**config.mk**
```make
export PLATFORM = sky130hd
export DESIGN_NAME = watch_display
export DESIGN_NICKNAME = d
export VERILOG_FILES = /design/src/rtl/watch_pkg.sv /design/src/rtl/bcd_to_seg.sv /design/src/rtl/watch_display.sv
export SDC_FILE = /design/constraint.sdc
export NUM_CORES = 1
export LEC_CHECK = 0
export ABC_AREA = 0
export CORE_ASPECT_RATIO = 1.25
export CORE_MARGIN = 2
export CORE_UTILIZATION = 50
export CTS_CLUSTER_SIZE = 24
export DETAILED_ROUTE_END_ITERATION = 10
export PLACE_DENSITY = 0.85
export SLEW_MARGIN = 20
export SYNTH_ARGS = -nofsm -noshare
export SYNTH_HDL_FRONTEND = slang
export SYNTH_SLANG_ARGS = --single-unit
```
**constraint.sdc**
```tcl
create_clock -name clk -period 3.3 [get_ports clk]
set_clock_uncertainty 0.15 [all_clocks]
set_input_delay 0.33 -clock clk [delete_from_list [all_inputs] [get_ports clk]]
set_output_delay 0.33 -clock clk [all_outputs]
set_load 0.02 [all_outputs]
```
**src/rtl/watch_pkg.sv**
```systemverilog
// rtl/watch_pkg.sv - shared constants for the six-digit watch display
package watch_pkg;

  localparam int NUM_DIGITS = 6;

  localparam logic [2:0] SLOT_SEC_LSB = 3'd0;
  localparam logic [2:0] SLOT_SEC_MSB = 3'd1;
  localparam logic [2:0] SLOT_MIN_LSB = 3'd2;
  localparam logic [2:0] SLOT_MIN_MSB = 3'd3;
  localparam logic [2:0] SLOT_HR_LSB  = 3'd4;
  localparam logic [2:0] SLOT_HR_MSB  = 3'd5;

  // Active-high glyphs, bit 0 = segment a ... bit 6 = segment g
  localparam logic [6:0] GLYPH_0     = 7'h3F;
  localparam logic [6:0] GLYPH_1     = 7'h06;
  localparam logic [6:0] GLYPH_2     = 7'h5B;
  localparam logic [6:0] GLYPH_3     = 7'h4F;
  localparam logic [6:0] GLYPH_4     = 7'h66;
  localparam logic [6:0] GLYPH_5     = 7'h6D;
  localparam logic [6:0] GLYPH_6     = 7'h7D;
  localparam logic [6:0] GLYPH_7     = 7'h07;
  localparam logic [6:0] GLYPH_8     = 7'h7F;
  localparam logic [6:0] GLYPH_9     = 7'h6F;
  localparam logic [6:0] GLYPH_DASH  = 7'h40;
  localparam logic [6:0] GLYPH_BLANK = 7'h00;

endpackage

```
**src/rtl/bcd_to_seg.sv**
```systemverilog
// rtl/bcd_to_seg.sv - BCD digit to active-high seven-segment glyph
module bcd_to_seg
  import watch_pkg::*;
(
  input  logic [3:0] bcd,
  output logic [6:0] seg
);

  // Values above 9 are not legal BCD and show a dash
  always_comb begin
    seg = GLYPH_DASH;
    case (bcd)
      4'd0:    seg = GLYPH_0;
      4'd1:    seg = GLYPH_1;
      4'd2:    seg = GLYPH_2;
      4'd3:    seg = GLYPH_3;
      4'd4:    seg = GLYPH_4;
      4'd5:    seg = GLYPH_5;
      4'd6:    seg = GLYPH_6;
      4'd7:    seg = GLYPH_7;
      4'd8:    seg = GLYPH_8;
      4'd9:    seg = GLYPH_9;
      default: seg = GLYPH_DASH;
    endcase
  end

endmodule

```
**src/rtl/watch_display.sv**
```systemverilog
// rtl/watch_display.sv - multiplexed six-digit seven-segment watch display driver
module watch_display
  import watch_pkg::*;
#(
  parameter int unsigned SCAN_DIV   = 1000,
  parameter int unsigned BLINK_DIV  = 64,
  parameter int unsigned ACTIVE_LOW = 1
) (
  input  logic       clk,
  input  logic       rst_n,
  input  logic [3:0] sec_lsb,
  input  logic [3:0] sec_msb,
  input  logic [3:0] min_lsb,
  input  logic [3:0] min_msb,
  input  logic [3:0] hr_lsb,
  input  logic [3:0] hr_msb,
  input  logic [5:0] blink_en,
  output logic [6:0] seg,
  output logic       dp,
  output logic [5:0] an,
  output logic       frame_done
);

  localparam int          FW        = $clog2(BLINK_DIV + 1);
  localparam logic [15:0] SCAN_LAST = 16'(SCAN_DIV - 1);
  localparam logic [FW-1:0] FRAME_END = FW'(BLINK_DIV);
  localparam logic        POL       = (ACTIVE_LOW != 0);

  logic [15:0]   scan_cnt;
  logic [2:0]    slot;
  logic [3:0]    shadow [NUM_DIGITS];
  logic          init_pend;
  logic          blink_phase;
  logic [FW-1:0] frame_cnt;
  logic [FW-1:0] frame_next;

  logic          scan_wrap;
  logic          frame_wrap;
  logic [5:0]    slot_onehot;
  logic [3:0]    cur_digit;
  logic [6:0]    glyph;
  logic          blink_hit;
  logic          lz_blank;
  logic [6:0]    seg_hi;
  logic          dp_hi;
  logic [5:0]    an_hi;

  assign scan_wrap   = (scan_cnt == SCAN_LAST);
  assign frame_wrap  = scan_wrap && (slot == SLOT_HR_MSB);
  assign frame_next  = frame_cnt + FW'(1);
  assign slot_onehot = 6'b000001 << slot;

  // Scan counter and slot index; slot advances once per scan period
  always_ff @(posedge clk or negedge rst_n) begin
    if (!rst_n) begin
      scan_cnt <= 16'd0;
      slot     <= SLOT_SEC_LSB;
    end else if (scan_wrap) begin
      scan_cnt <= 16'd0;
      slot     <= (slot == SLOT_HR_MSB) ? SLOT_SEC_LSB : slot + 3'd1;
    end else begin
      scan_cnt <= scan_cnt + 16'd1;
    end
  end

  // Shadow capture at frame boundaries and once right after reset release
  always_ff @(posedge clk or negedge rst_n) begin
    if (!rst_n) begin
      init_pend <= 1'b1;
      for (int i = 0; i < NUM_DIGITS; i++) shadow[i] <= 4'd0;
    end else begin
      init_pend <= 1'b0;
      if (init_pend || frame_wrap) begin
        shadow[SLOT_SEC_LSB] <= sec_lsb;
        shadow[SLOT_SEC_MSB] <= sec_msb;
        shadow[SLOT_MIN_LSB] <= min_lsb;
        shadow[SLOT_MIN_MSB] <= min_msb;
        shadow[SLOT_HR_LSB]  <= hr_lsb;
        shadow[SLOT_HR_MSB]  <= hr_msb;
      end
    end
  end

  // Frame counting, blink phase and the end-of-frame pulse
  always_ff @(posedge clk or negedge rst_n) begin
    if (!rst_n) begin
      frame_cnt   <= '0;
      blink_phase <= 1'b0;
      frame_done  <= 1'b0;
    end else begin
      frame_done <= frame_wrap;
      if (frame_wrap) begin
        if (frame_next == FRAME_END) begin
          frame_cnt   <= '0;
          blink_phase <= ~blink_phase;
        end else begin
          frame_cnt <= frame_next;
        end
      end
    end
  end

  // Select the shadowed digit for the current slot
  always_comb begin
    cur_digit = 4'd0;
    case (slot)
      SLOT_SEC_LSB: cur_digit = shadow[SLOT_SEC_LSB];
      SLOT_SEC_MSB: cur_digit = shadow[SLOT_SEC_MSB];
      SLOT_MIN_LSB: cur_digit = shadow[SLOT_MIN_LSB];
      SLOT_MIN_MSB: cur_digit = shadow[SLOT_MIN_MSB];
      SLOT_HR_LSB:  cur_digit = shadow[SLOT_HR_LSB];
      SLOT_HR_MSB:  cur_digit = shadow[SLOT_HR_MSB];
      default:      cur_digit = 4'd0;
    endcase
  end

  bcd_to_seg u_dec (
    .bcd (cur_digit),
    .seg (glyph)
  );

  // Blanking rules and digit enables in active-high form
  always_comb begin
    blink_hit = blink_phase && ((blink_en & slot_onehot) != 6'd0);
    lz_blank  = (slot == SLOT_HR_MSB) && (cur_digit == 4'd0);
    seg_hi    = (blink_hit || lz_blank) ? GLYPH_BLANK : glyph;
    dp_hi     = ((slot == SLOT_MIN_LSB) || (slot == SLOT_HR_LSB)) && !blink_hit;
    an_hi     = (scan_cnt == 16'd0) ? 6'd0 : slot_onehot;
  end

  // Registered pins with output polarity applied
  always_ff @(posedge clk or negedge rst_n) begin
    if (!rst_n) begin
      seg <= {7{POL}};
      dp  <= POL;
      an  <= {6{POL}};
    end else begin
      seg <= seg_hi ^ {7{POL}};
      dp  <= dp_hi ^ POL;
      an  <= an_hi ^ {6{POL}};
    end
  end

endmodule

```
==> results.ini <==
[clock_network]
cts_tree = done
clk_path_buf_depth = 2
postCtsSetupRepairBufs = 0
htree_levels = 3
clock-sinks = 67
clk_latency_ns = 0.36
numCtsBuffers = 9
clockRootBuffer = clkbuf_8
clk_pin_slew_ns = 0.07

[sta]
drv_slew = 0
worstMarginPinSlew_ns = 0.9029
period_share_pct = 89.18
fin_crit_ns = 2.943
finalHoldViolations = 0
fmax_mhz = 339.8
setup_viol = 0
slew_headroom_pct = 39.66
tns_ns = 0
fin_hold_ws_ns = 0.3297
grt_setup_unrepaired = false

[detailed_routing]
drcViolationCount = 0
dr.first_iter.drc_count = 174
via_per_inst = 5.517
wl_per_cell_um = 15.54
vias = 2389
ant_nets = 0
dr.pass1.iters = 4
wirelength_mm = 6.730

[global_route]
grt_usage_pct = 20.27
grt_start_max_net_pins = 47
grt_overflow = 0
grt_pass1_vias = 2408
grt_antenna_before_repair = 0
grt_pass1_wl_mm = 11.43

[critical_path]
slowest_delay_ns = 0.65
cp_top_family = compound AO/OA/AOI/OAI gates
arrival_ns = 3.03
worstPathCellList = inv_1, ha_1, a22oi_1, o221ai_1, inv_1, ha_1, nand3_1, o41a_1, o311ai_0
critPathMaxFanout = 17
startpoint_type = register
cp-end-kind = register
cp.buffers_inverters = 2
required_ns = 3.38
worst-setup-path-type = register to register
slowest_stage = dfrtp_1

[run]
drv_cap = 0

[min_path]
hold_path.class = register to register

[cells_and_area]
design_area_sq_um = 4105
final_layout_size_suffix_gt1_share_pct = 20.23
multiInputGateArea_sq_um = 1546
register_area_sq_um = 1695
syn2layout_area_growth_pct = 22.75
nFillCells = 541
antenna_cells = 0
final_cell_mix = 52 x dfrtp_1, 45 x clkdlybuf4s50_1, 23 x nand2_1
final_common_cell = dfrtp_1
nNetsFinal = 383

[power_and_ir_drop]
peakVddDrop_v = 0.0003545
p_per_area_nw_per_um2 = 458.8
p_leak_nw = 1.811

[yosys]
synth_area_leader_cell = dfrtp_1
syn_area_per_cell_sq_um = 11.57
synth_nets = 331
async_reset_ff_share_pct = 100.0
synth_warnings = 0
synth_cell_type_count = 57
yosysTopAreaCellShare_pct = 38.91
seq_area_frac_synth_pct = 50.69
yosys_register_bits = 67
synth_ff_type = dfrtp_1
synth_enable_flop_cells = 0
synthCells = 289
syn-cell-area_sq_um = 3344
synth.area.top_cells = dfrtp_1 39%, dfstp_2 12%, mux2_4 9.0%

[die]
die_h_um = 95.44
initial_core_util_pct = 51.27
core_sq_um = 6524
rows = 33
die_w_um = 77.15
pin_count = 47
die_area_sq_um = 7363

[placed_design]
post_dp_cell_area_sq_um = 3874
hpwl_mm = 4.721
io_buffers = 46
place.gp.congestion = 0.8369

[status]
status = complete, no violations

worst paths after layout:
path / startpoint / end / slack [ns] / cells past startpoint
max: slot[2] / seg[2] / 0.36 / 9
min: blink_phase / blink_phase / 0.33 / 1
max reg2reg: slot[2] / seg[2] / 0.36 / 9
min reg2reg: blink_phase / blink_phase / 0.33 / 1
max in group asynchronous: rst_n / seg[5] / 1.99 / 3
min in group asynchronous: rst_n / scan_cnt[2] / 0.36 / 2
worst reg2reg max path, cell delays in order (launching register included):
cell      delay, ns
dfrtp_1        0.65
inv_1          0.17
ha_1           0.31
a22oi_1        0.20
o221ai_1       0.24
inv_1          0.19
ha_1           0.17
nand3_1        0.12
o41a_1         0.49
o311ai_0       0.13
routing by layer:
metal	wire [um]	share of wire [%]	track usage (%)
met5	0	0	0
met3	263	3.9	4.356
met2	3332	50	32.75
met1	2978	44	25.37
met4	155	2.3	11.61
kinds of logic after synthesis:
| kind of cell | synth area share, % |
|---|---|
| simple gates | 16.35 |
| flops | 50.69 |
| buf+inv | 3.068 |
| other cells | 0.1121 |
| fa+ha+maj | 3.741 |
| mux | 12.27 |
| xor+xnor | 4.976 |
| compound gates | 8.792 |
synthesized netlist by cell type (all sizes together), types with 2 or more instances:
library cell / count
dfrtp: 52
mux2: 26
nand2: 23
nor2: 22
nand3: 18
dfstp: 15
o21ai: 13
ha: 10
inv: 10
xnor2: 10
xor2: 9
buf: 8
and2: 7
nor2b: 6
nand3b: 5
a21o: 3
a21oi: 3
a22oi: 3
and3: 3
nand4: 3
nor3: 3
o211a: 3
and4: 2
clkbuf: 2
mux2i: 2
nor3b: 2
o21a: 2
o31ai: 2
or3: 2
or4: 2
through the flow:
step	setup slack, ns	util [%]	cells	power (mW)
detailed placement	0.4235	59.38	416	1.137
CTS	0.3887	62.73	432	1.894
global placement	0.5812	59.38	416	1.130
finish	0.3570	62.93	433	1.883
global route	0.07782	62.93	433	1.948
floorplan	0.6501	-	289	1.032
power by group:
part	internal (mW)	switching, mW	total (mW)
sequential	0.876	0.0254	0.901
combinational	0.128	0.0959	0.224
clock	0.444	0.315	0.758
flip-flops by register name, summed over array words and instances (netlist names):
name,flops
dp,1
scan_cnt,16
slot,3
an,6
frame_cnt,7
init_pend,1
seg,7
frame_done,1
shadow,24
blink_phase,1
repair_timing:
| item | 4_1_cts | 5_1_grt |
|---|---|---|
| resized for setup | 0 | 0 |
| hold buffers | 0 | 1 |
| endpoints found under the hold margin | 0 | 41 |
| endpoints found under the setup margin | 0 | 0 |
final cells by class:
type,instances,area share [%]
Clock inverter,5,1.890
Inverter,10,0.9144
Timing Repair Buffer,51,12.13
Clock buffer,11,3.444
Tap cell,87,2.652
Sequential cell,67,41.30
Multi-Input combinational cell,202,37.67
(Power assumes the default switching activity.)
